$ cat src/rtl/arith_unit.sv
// Registered arithmetic unit: eight add/subtract/increment/negate opcodes on
// zero-extended unsigned operands, with a signed WIDTH+1-bit result and flags.
module arith_unit #(
  parameter int WIDTH = 2
) (
  input  logic             clk,
  input  logic             rst,
  input  logic             en,
  input  logic [WIDTH-1:0] a_in,
  input  logic [WIDTH-1:0] b_in,
  input  logic [2:0]       sel,
  output logic [WIDTH:0]   out,
  output logic             valid,
  output logic             ovf,
  output logic             zero,
  output logic             neg,
  output logic             err
);

  localparam int EW = WIDTH + 2;

  logic signed [EW-1:0] a_x, b_x, one_x, res_x;
  logic                 illegal;

  logic [WIDTH:0] out_d, out_q;
  logic           ovf_d, ovf_q;
  logic           zero_d, zero_q;
  logic           neg_d, neg_q;
  logic           err_d, err_q;
  logic           valid_q;

  // Two extra bits hold every exact result, so overflow is just a
  // disagreement between the top bit and the kept sign bit.
  always_comb begin
    a_x     = $signed({2'b00, a_in});
    b_x     = $signed({2'b00, b_in});
    one_x   = EW'(1);
    illegal = 1'b0;
    res_x   = '0;
    case (sel)
      3'b000:  res_x = a_x + b_x;
      3'b001:  res_x = a_x - b_x;
      3'b010:  res_x = b_x - a_x;
      3'b011:  res_x = a_x + one_x;
      3'b100:  res_x = a_x - one_x;
      3'b101:  res_x = b_x + one_x;
      3'b110:  res_x = b_x - one_x;
      3'b111:  res_x = -a_x;
      default: illegal = 1'b1;
    endcase
    out_d  = res_x[WIDTH:0];
    ovf_d  = !illegal && (res_x[EW-1] ^ res_x[EW-2]);
    zero_d = (out_d == '0);
    neg_d  = out_d[WIDTH];
    err_d  = illegal;
  end

  always_ff @(posedge clk) begin
    if (rst) begin
      out_q   <= '0;
      valid_q <= 1'b0;
      ovf_q   <= 1'b0;
      zero_q  <= 1'b1;
      neg_q   <= 1'b0;
      err_q   <= 1'b0;
    end else begin
      valid_q <= en;
      if (en) begin
        out_q  <= out_d;
        ovf_q  <= ovf_d;
        zero_q <= zero_d;
        neg_q  <= neg_d;
        err_q  <= err_d;
      end
    end
  end

  assign out   = out_q;
  assign valid = valid_q;
  assign ovf   = ovf_q;
  assign zero  = zero_q;
  assign neg   = neg_q;
  assign err   = err_q;

endmodule

$ cat config.mk
export PLATFORM = sky130hd
export DESIGN_NAME = arith_unit
export DESIGN_NICKNAME = d
export VERILOG_FILES = /design/src/rtl/arith_unit.sv
export SDC_FILE = /design/constraint.sdc
export NUM_CORES = 1
export LEC_CHECK = 0
export ABC_CLOCK_PERIOD_IN_PS = 1660
export BUFFER_PORTS_ARGS = -buffer_cell sky130_fd_sc_hd__buf_4
export CAP_MARGIN = 20
export CELL_PAD_IN_SITES_DETAIL_PLACEMENT = 2
export CELL_PAD_IN_SITES_GLOBAL_PLACEMENT = 2
export CORE_MARGIN = 1.5
export CORE_UTILIZATION = 27
export DETAILED_ROUTE_END_ITERATION = 8
export PLACE_DENSITY_LB_ADDON = 0.1
export SLEW_MARGIN = 10
export SYNTH_ARGS = -nofsm -noshare
export SYNTH_HDL_FRONTEND = slang
export SYNTH_SLANG_ARGS = --single-unit
$ cat constraint.sdc
create_clock -name clk -period 1.66 [get_ports clk]
set_clock_uncertainty 0.05 [all_clocks]
set_input_delay 0.166 -clock clk [delete_from_list [all_inputs] [get_ports clk]]
set_output_delay 0.166 -clock clk [all_outputs]
set_load 0.1 [all_outputs]
==> metrics, run 1 <==
Initial Util 0.282; RSZ-0062 raised after global routing false; synthesized cell area about 690 µm²; # H-tree levels 1; clk slew on worst S/H paths approximately 50 ps; Critical Path AT 1700 ps; GRT Residual Overflow 0; nets around 120; Max Clock Freq between 600 and 700 MHz; via/cell ratio ~5; max-cap check violation count 0; flops & latches, synth 6; asr flop ratio synth 0; share of cells above drive strength 1 0.404; EDFF count, synth 0; Top Ports 18; gr usage total 0.150; Clock Latency Late Sink 250 ps; endpoint class of the critical path register; total power a little over 600 µW; placer congestion estimate 0.694; syn avg cell area 9.04 µm²; chip height roughly 53 µm; initial antenna violation count 0; Avg WL per Cell 14.2 µm; number of global-route vias before repair 641; Hold Path Class in -> reg; antenna viol nets, final 0; CTS tree done; initial drt markers 8; clock power share 0.227; post-CTS setup buffers 0; global-route wire length before repair roughly 3000 µm; most common cell after layout, fill and taps aside buf_4; Slew Limit Fails 0; total die area between 2000 and 3000 µm²; VDD IR max 481 µV; status finished clean; root buffer cell clkbuf_4; largest net degree at the start of global routing 15; Detail Placement HPWL between 1500 and 2000 µm; Leakage about 0.00044 µW; final period utilization 0.972; worst setup path category in -> reg; via count approximately 650; Die Span X roughly 53 µm; # DRC 0; Inserted Diodes 0; hold slack 64.8 ps; final hold vios 0; area growth from synthesis to layout 31.5%; sequential share of the synthesized area 0.175; total core area about 2400 µm²; Sequential Power Share 0.266; Cell Pwr Density 672 nW/µm²; Internal 345 µW; CTS max path bufs 2; Mapped Cells 76; Synth cell types 37; Net Switching approximately 260 µW; Row Count 18; drt total wl 1840 µm; Synth Flop Type dfxtp_1; switching portion of total power 0.431; clock tree sinks 6; worst path required time ~1800 ps; net count after synthesis 96; commonest non-fill, non-tap cells in the layout 26 x buf_4, 6 x inv_1, 6 x nand2_1, 6 x ha_1, 6 x dfxtp_1; warnings from Yosys 0; first drt pass iteration count 2; Tmin final between 1500 and 2000 ps; Max FO, Critical Path 3; Gate power share 0.507; cts bufs inserted 3; Worst Setup Start Kind input port; buffers added on ports 16; Final setup viols 0
-- Yosys cell counts, drive strengths merged (2+ instances only) --
library cell	count	area [µm²]
a21oi	4	23.8
inv	7	26.3
nand2	6	22.5
o211ai	2	15.0
o2111ai	2	17.5
o21ai	2	10.0
mux2i	2	20.0
nand2b	3	21.3
nor2	4	15.0
buf	6	50.0
ha	7	87.6
fa	3	60.1
nor2b	3	18.8
dfxtp	6	120
mux2	2	26.3
-- area by class of cell --
type	count	area, µm²
Timing Repair Buffer	26	195
Inverter	7	26.3
Sequential cell	6	120
Clock buffer	3	22.5
Tap cell	30	37.5
Fill cell	292	1530
Multi-Input combinational cell	57	502
-- routing by layer --
metal	up-vias	global-route usage	routed length [µm]
met5	-	0	0
met4	0	0.0256	6
met3	2	0.0424	57
met2	10	0.228	850
met1	326	0.211	921
li1	311	-	-
-- state kept, by name (all words and copies together) (netlist names) --
register and count:
out 3, zero 1, valid 1, ovf 1
-- critical path: stages --
cell	delay [ps]
buf_4	120
inv_2	50
ha_2	170
fa_2	420
mux2_4	280
a32oi_2	180
o211ai_1	120
a31o_1	180
-- through the flow --
stage	utilization	worst slack, ps	cells	setup TNS [ps]	area (µm²)
4_1_cts	0.370	30.0	129	0	901
2_1_floorplan	-	7.05	76	0	696
5_1_grt	0.371	6.68	129	0	903
3_5_place_dp	0.361	-227	126	-561	878
3_3_place_gp	0.361	-206	126	-496	878
6_report	0.371	47.2	129	0	903
-- kinds of logic (layout without fill, tap and decap cells) --
kind of cell,after synthesis,after routing,synth area share
AO/OA/AOI/OAI,20,20,0.246
XOR/XNOR,1,1,0.0128
adder cells (fa/ha/maj),10,10,0.215
buffers and inverters,13,36,0.111
flip-flops,6,6,0.175
multiplexers,4,4,0.0674
other,1,1,0.00546
AND/OR/NAND/NOR,21,21,0.168
-- power by group through the flow --
stage	combinational [µW]	sequential (µW)	clock [µW]
after floorplan	145	243	0
after global placement	305	163	0
after detailed placement	310	164	0
after CTS	311	162	141
after global routing	334	162	160
final	308	161	138
-- worst paths after layout --
kind              startpoint      to  slack [ps]  cells after the start
setup / recovery     b_in[0]    zero          50                      8
hold / removal           rst   valid          60                      2
setup reg to reg        zero    zero         860                      2
hold reg to reg       out[1]  out[1]         430                      2
-- what timing repair did --
action,in CTS,in global routing
resized for setup,0,1
hold buffers,0,0
setup endpoints to repair,0,1
(Power assumes the default switching activity.)
==> run 2, diff against run 1 <==
--- a/config.mk
+++ b/config.mk
@@ -6,13 +6,14 @@
 export NUM_CORES = 1
 export LEC_CHECK = 0
 export ABC_CLOCK_PERIOD_IN_PS = 1660
-export BUFFER_PORTS_ARGS = -buffer_cell sky130_fd_sc_hd__buf_4
 export CAP_MARGIN = 20
 export CELL_PAD_IN_SITES_DETAIL_PLACEMENT = 2
 export CELL_PAD_IN_SITES_GLOBAL_PLACEMENT = 2
 export CORE_MARGIN = 1.5
-export CORE_UTILIZATION = 27
+export CORE_UTILIZATION = 32
+export CTS_BUF_LIST = sky130_fd_sc_hd__clkbuf_16
 export DETAILED_ROUTE_END_ITERATION = 8
+export DONT_BUFFER_PORTS = 1
 export PLACE_DENSITY_LB_ADDON = 0.1
 export SLEW_MARGIN = 10
 export SYNTH_ARGS = -nofsm -noshare
==> run 2 against run 1 <==
Net effect:
- core utilization increased by 5.5 points
- die area decreased by 15%
- first-iteration DRC count decreased by 100%
- power increased by 32%
- non-clock buffer count decreased by 16
- final area decreased by 6.4%
- critical path depth decreased by 1
- register-to-register slack about the same
- routed wire length decreased by 3.3%
- critical path type unchanged
- highest routed layer is now met3
==> metrics, run 2 (synthesis gave the netlist of run 1 again) <==
chip height 49.3 µm (-7.7%); Clock Latency Late Sink 220 ps (-30 ps); largest net degree at the start of global routing 16 (+1); CP max-delay cell a221o_1; WP buf/inv 1 (-1); endpoint class of the critical path register; max-cap check violation count 0 (unchanged); number of global-route vias before repair 647 (+0.94%); Detail Placement HPWL 1370 µm (-9.1%); worst path required time 1780 ps (+30 ps); VDD IR max 447 µV (-7.0%); Internal 553 µW (+60%); Sequential Power Share 0.203 (-0.063); commonest non-fill, non-tap cells in the layout 8 x buf_4, 6 x inv_1, 6 x nand2_1, 6 x ha_1, 5 x dfxtp_1; # DRC 0 (unchanged); worst setup path category in -> reg; Gate power share 0.321 (-0.186); R2R depth 2 (unchanged); Initial Util 0.347 (+0.0642); Hold Path Depth 1 (-1); CTS Hold Buffers Added 1 (+1); placer congestion estimate 0.694 (about the same); # H-tree levels 1 (unchanged); Slew Limit Fails 0 (unchanged); switching portion of total power 0.312 (-0.119); Max Clock Freq 672 MHz (+8.4%); area growth from synthesis to layout 23.1%; most common cell after layout, fill and taps aside buf_4; initial antenna violation count 0 (unchanged); Hold Path Class in -> reg; nets 105 (-13%); final hold vios 0 (unchanged); Top Ports 18 (unchanged); root buffer cell clkbuf_16; Final setup viols 0 (unchanged); buffers added on ports 0 (-16); CTS tree done; Row Count 16 (-2); clock tree sinks 6 (unchanged); CTS resizes 0 (unchanged); RSZ-0062 raised after global routing false; antenna viol nets, final 0 (unchanged); Tmin final 1490 ps (-125 ps); GRT Residual Overflow 0 (unchanged); placement-stage cell area 761 µm² (-13%); CTS max path bufs 2 (unchanged); cell family with most CP delay compound AO/OA/AOI/OAI gates; first drt pass iteration count 1 (-1); # fillers 220 (-25%); final setup TNS 0 ps (unchanged); status finished clean; via/cell ratio 5.22 (+3.7%); Leakage 0.000385 µW (-12%); Largest register FFs 3 (unchanged); Critical Path AT 1610 ps (-90 ps); global-route wire length before repair 3020 µm (-0.46%); post-route cell area 846 µm² (-6.4%); gr usage total 0.166 (+0.0161); crit-path cells inv_2 -> ha_2 -> fa_2 -> mux2_4 -> a221o_1 -> a21oi_2 -> a31o_1; critical path's largest stage delay 340 ps (-80 ps); Die Span X 49.3 µm (-7.7%); clock power share 0.475 (+0.248); final period utilization 0.896 (-0.0755); Crit path depth 7 (-1); share of cells above drive strength 1 0.277 (-0.127); Avg WL per Cell 16.1 µm (+13%); Cell Pwr Density 950 nW/µm² (+41%); Net Switching 251 µW (-4.2%); total core area 1980 µm² (-19%); cts bufs inserted 3 (unchanged); post-CTS setup buffers 0 (unchanged); Worst Setup Start Kind input port; Inserted Diodes 0 (unchanged); Max FO, Critical Path 5 (+2); drt total wl 1780 µm (-3.3%); initial drt markers 0 (-8); clk slew on worst S/H paths 30 ps (-20 ps); via count 574 (-12%); total die area 2430 µm² (-15%)
## run 2: area by class of cell
type                    instances  area [µm²]  share of cell area
clock buffers                   3        75.1              0.0888
inverters                       7        26.3              0.0311
multi-input cells              57         499               0.590
flip-flops and latches          6         121               0.143
well taps                      27        33.8              0.0399
repair buffers                 10        90.1               0.107
## run 2: final timing paths
| check | startpoint | endpoint | slack, ps |
|---|---|---|---|
| max | b_in[0] | zero | 170 |
| min | en | ovf | 60 |
| max reg2reg | zero | zero | 860 |
| min reg2reg | out[1] | out[1] | 420 |
## run 2: routing by layer
layer | wire (µm) | up-vias | global-route usage
li1 | - | 280 | -
met1 | 821 | 283 | 0.202
met2 | 897 | 11 | 0.293
met3 | 56 | 0 | 0.0368
met4 | 0 | 0 | 0.0429
met5 | 0 | - | 0
## run 2: worst register-to-register path, delay by kind of cell (launching register included)
| kind | cells | cell delay [ps] |
|---|---|---|
| AO/OA/AOI/OAI | 2 | 340 |
| flip-flops | 1 | 300 |
## run 2: power groups by stage
stage / clock network [µW] / logic, µW / registers (µW)
detailed placement: 0 / 257 / 165
global route: 402 / 280 / 165
CTS: 389 / 263 / 163
floorplan: 0 / 145 / 243
global placement: 0 / 254 / 164
finish: 382 / 258 / 163
## run 2: stage by stage
stage	worst slack [ps]	hold slack, ps	std cells	power [µW]	utilization
2_1_floorplan	7.05	183	76	388	-
3_3_place_gp	-61.5	184	106	418	0.384
3_5_place_dp	-63.5	194	106	422	0.384
4_1_cts	168	63.1	110	815	0.427
5_1_grt	66.7	57.2	110	847	0.427
6_report	173	59.3	110	804	0.427
==> run 3, diff against run 2 <==
--- a/config.mk
+++ b/config.mk
@@ -5,10 +5,10 @@
 export SDC_FILE = /design/constraint.sdc
 export NUM_CORES = 1
 export LEC_CHECK = 0
-export ABC_CLOCK_PERIOD_IN_PS = 1660
 export CAP_MARGIN = 20
 export CELL_PAD_IN_SITES_DETAIL_PLACEMENT = 2
 export CELL_PAD_IN_SITES_GLOBAL_PLACEMENT = 2
+export CORE_ASPECT_RATIO = 1.5
 export CORE_MARGIN = 1.5
 export CORE_UTILIZATION = 32
 export CTS_BUF_LIST = sky130_fd_sc_hd__clkbuf_16
==> run 3 against run 2 <==
Net effect:
- count of clock-buffer cells in the layout unchanged
- fmax down 0.96%
- non-clock buffer count up 1
- via count up 3.3%
- core utilization down 0.89 points
- largest power group unchanged
- routed wire length up 5.1%
- final cell count down 3.6%
- combinational power up 2%
- register-to-register slack about the same
- clock power up 3%
- flip-flop and latch count unchanged
- global-route usage up 2.9 points
==> metrics, run 3 (synthesis gave the netlist of run 1 again) <==
CTS resizes 0 (unchanged); R2R Path End zero; # DRC 0 (unchanged); worst path required time 1730 ps (-50 ps); share of cells above drive strength 1 0.286 (+0.00861); largest net degree at the start of global routing 16 (unchanged); Inserted Diodes 0 (unchanged); area growth from synthesis to layout 23.3%; DP Worst Slack -89.4 ps (-25.9 ps); Hold Path Depth 1 (unchanged); placement-stage cell area 762 µm² (+0.16%); flop2flop setup slack 870 ps (about the same); min-delay src en; FF-to-FF Start zero; initial antenna violation count 0 (unchanged); Final setup viols 0 (unchanged); hold slack 30.8 ps (-28.6 ps); Worst Setup Start Kind input port; GRT Residual Overflow 0 (unchanged); RSZ-0062 raised after global routing false; WHS Endpoint ovf; Hold Path Class in -> reg; CTS tree done; met3 WL 97 µm (+73%); Slew Limit Fails 0 (unchanged); most common cell after layout, fill and taps aside buf_4; Top Ports 18 (unchanged); Detail Placement HPWL 1520 µm (+12%); Row Count 20 (+4); M1 WL 652 µm (-21%); post-layout util 0.418 (-0.00887); max-cap check violation count 0 (unchanged); commonest non-fill, non-tap cells in the layout 9 x buf_4, 6 x inv_1, 6 x nand2_1, 6 x ha_1, 5 x dfxtp_1; final hold vios 0 (unchanged); first drt pass iteration count 2 (+1); Cell Pwr Density 964 nW/µm² (+1.4%); Top Layer Used met4; gr usage total 0.195 (+0.0285); Tmin final 1500 ps (+14.4 ps); # H-tree levels 1 (unchanged); antenna viol nets, final 0 (unchanged); worst setup path category in -> reg; DR WL met2 1070 µm (+19%); VDD IR max 428 µV (-4.2%); R2R depth 2 (unchanged); post-route cell area 847 µm² (+0.15%); Largest register FFs 3 (unchanged); Critical Path AT 1570 ps (-40 ps); CTS max path bufs 2 (unchanged); Leakage 0.000391 µW (+1.3%); Clock Latency Late Sink 230 ps (about the same); via count 593 (+3.3%); Max FO, Critical Path 5 (unchanged); total core area 2030 µm² (+2.3%); nets 106 (+0.95%); global-route wire length before repair 2990 µm (-0.70%); cts bufs inserted 3 (unchanged); Max Clock Freq 666 MHz (-0.96%); initial drt markers 5 (+5); Initial Util 0.339 (-0.00770); buffers added on ports 0 (unchanged); number of global-route vias before repair 631 (-2.5%); clock tree sinks 6 (unchanged); crit path from b_in[0]; drt total wl 1870 µm (+5.1%); Avg WL per Cell 17.6 µm (+9.0%); final period utilization 0.905 (+0.00866); chip height 59.7 µm (+21%); endpoint class of the critical path register; status finished clean; total power 816 µW (+1.6%); total die area 2440 µm² (+0.24%); placer congestion estimate 0.764 (+10%); final setup margin 158 ps (-14.4 ps); clk slew on worst S/H paths 30 ps (about the same); post-CTS setup buffers 0 (unchanged); root buffer cell clkbuf_16; Die Span X 40.8 µm (-17%); via/cell ratio 5.59 (+7.2%)
[run 3: per-layer routing]
layer,GRT usage,up-vias
li1,-,282
met1,0.176,292
met2,0.342,15
met3,0.0595,4
met4,0.129,0
met5,0,-
[run 3: how the worst max path moves through the flow]
stage,endpoint,slack [ps],cells past startpoint
3_3_place_gp,zero,-100,7
5_1_grt,zero,70,9
6_report,zero,160,7
3_5_place_dp,zero,-90,7
2_1_floorplan,zero,7,7
4_1_cts,zero,150,7
[run 3: layout make-up]
class / count / area, µm²
multi-input cells: 57 / 499
clock buffers: 3 / 75.1
fillers: 227 / 1180
repair buffers: 11 / 97.6
inverters: 7 / 26.3
flip-flops and latches: 6 / 121
well taps: 22 / 27.5
[run 3: report_power, final]
part | total [µW] | internal [µW] | switching [µW] | leakage (µW)
Sequential | 162 | 157 | 5.76 | 0.0000501
Combinational | 262 | 90.1 | 171 | 0.000303
Clock | 392 | 309 | 83.0 | 0.0000370
Total | 816 | 556 | 260 | 0.000391
[run 3: stage by stage]
stage | std cells | TNS [ps]
finish | 106 | 0
floorplan | 76 | 0
global placement | 102 | -101
global route | 106 | 0
detailed placement | 102 | -140
CTS | 106 | 0
[run 3: critical path: stages]
cell,delay (ps)
inv_2,40
ha_2,170
fa_2,420
mux2_4,280
a32oi_2,180
o211ai_1,130
a31o_1,190
[run 3: what timing repair did]
item | 4_1_cts | 5_1_grt
endpoints found under the hold margin | 3 | 0
setup endpoints to repair | 0 | 0
hold buffers | 1 | 0
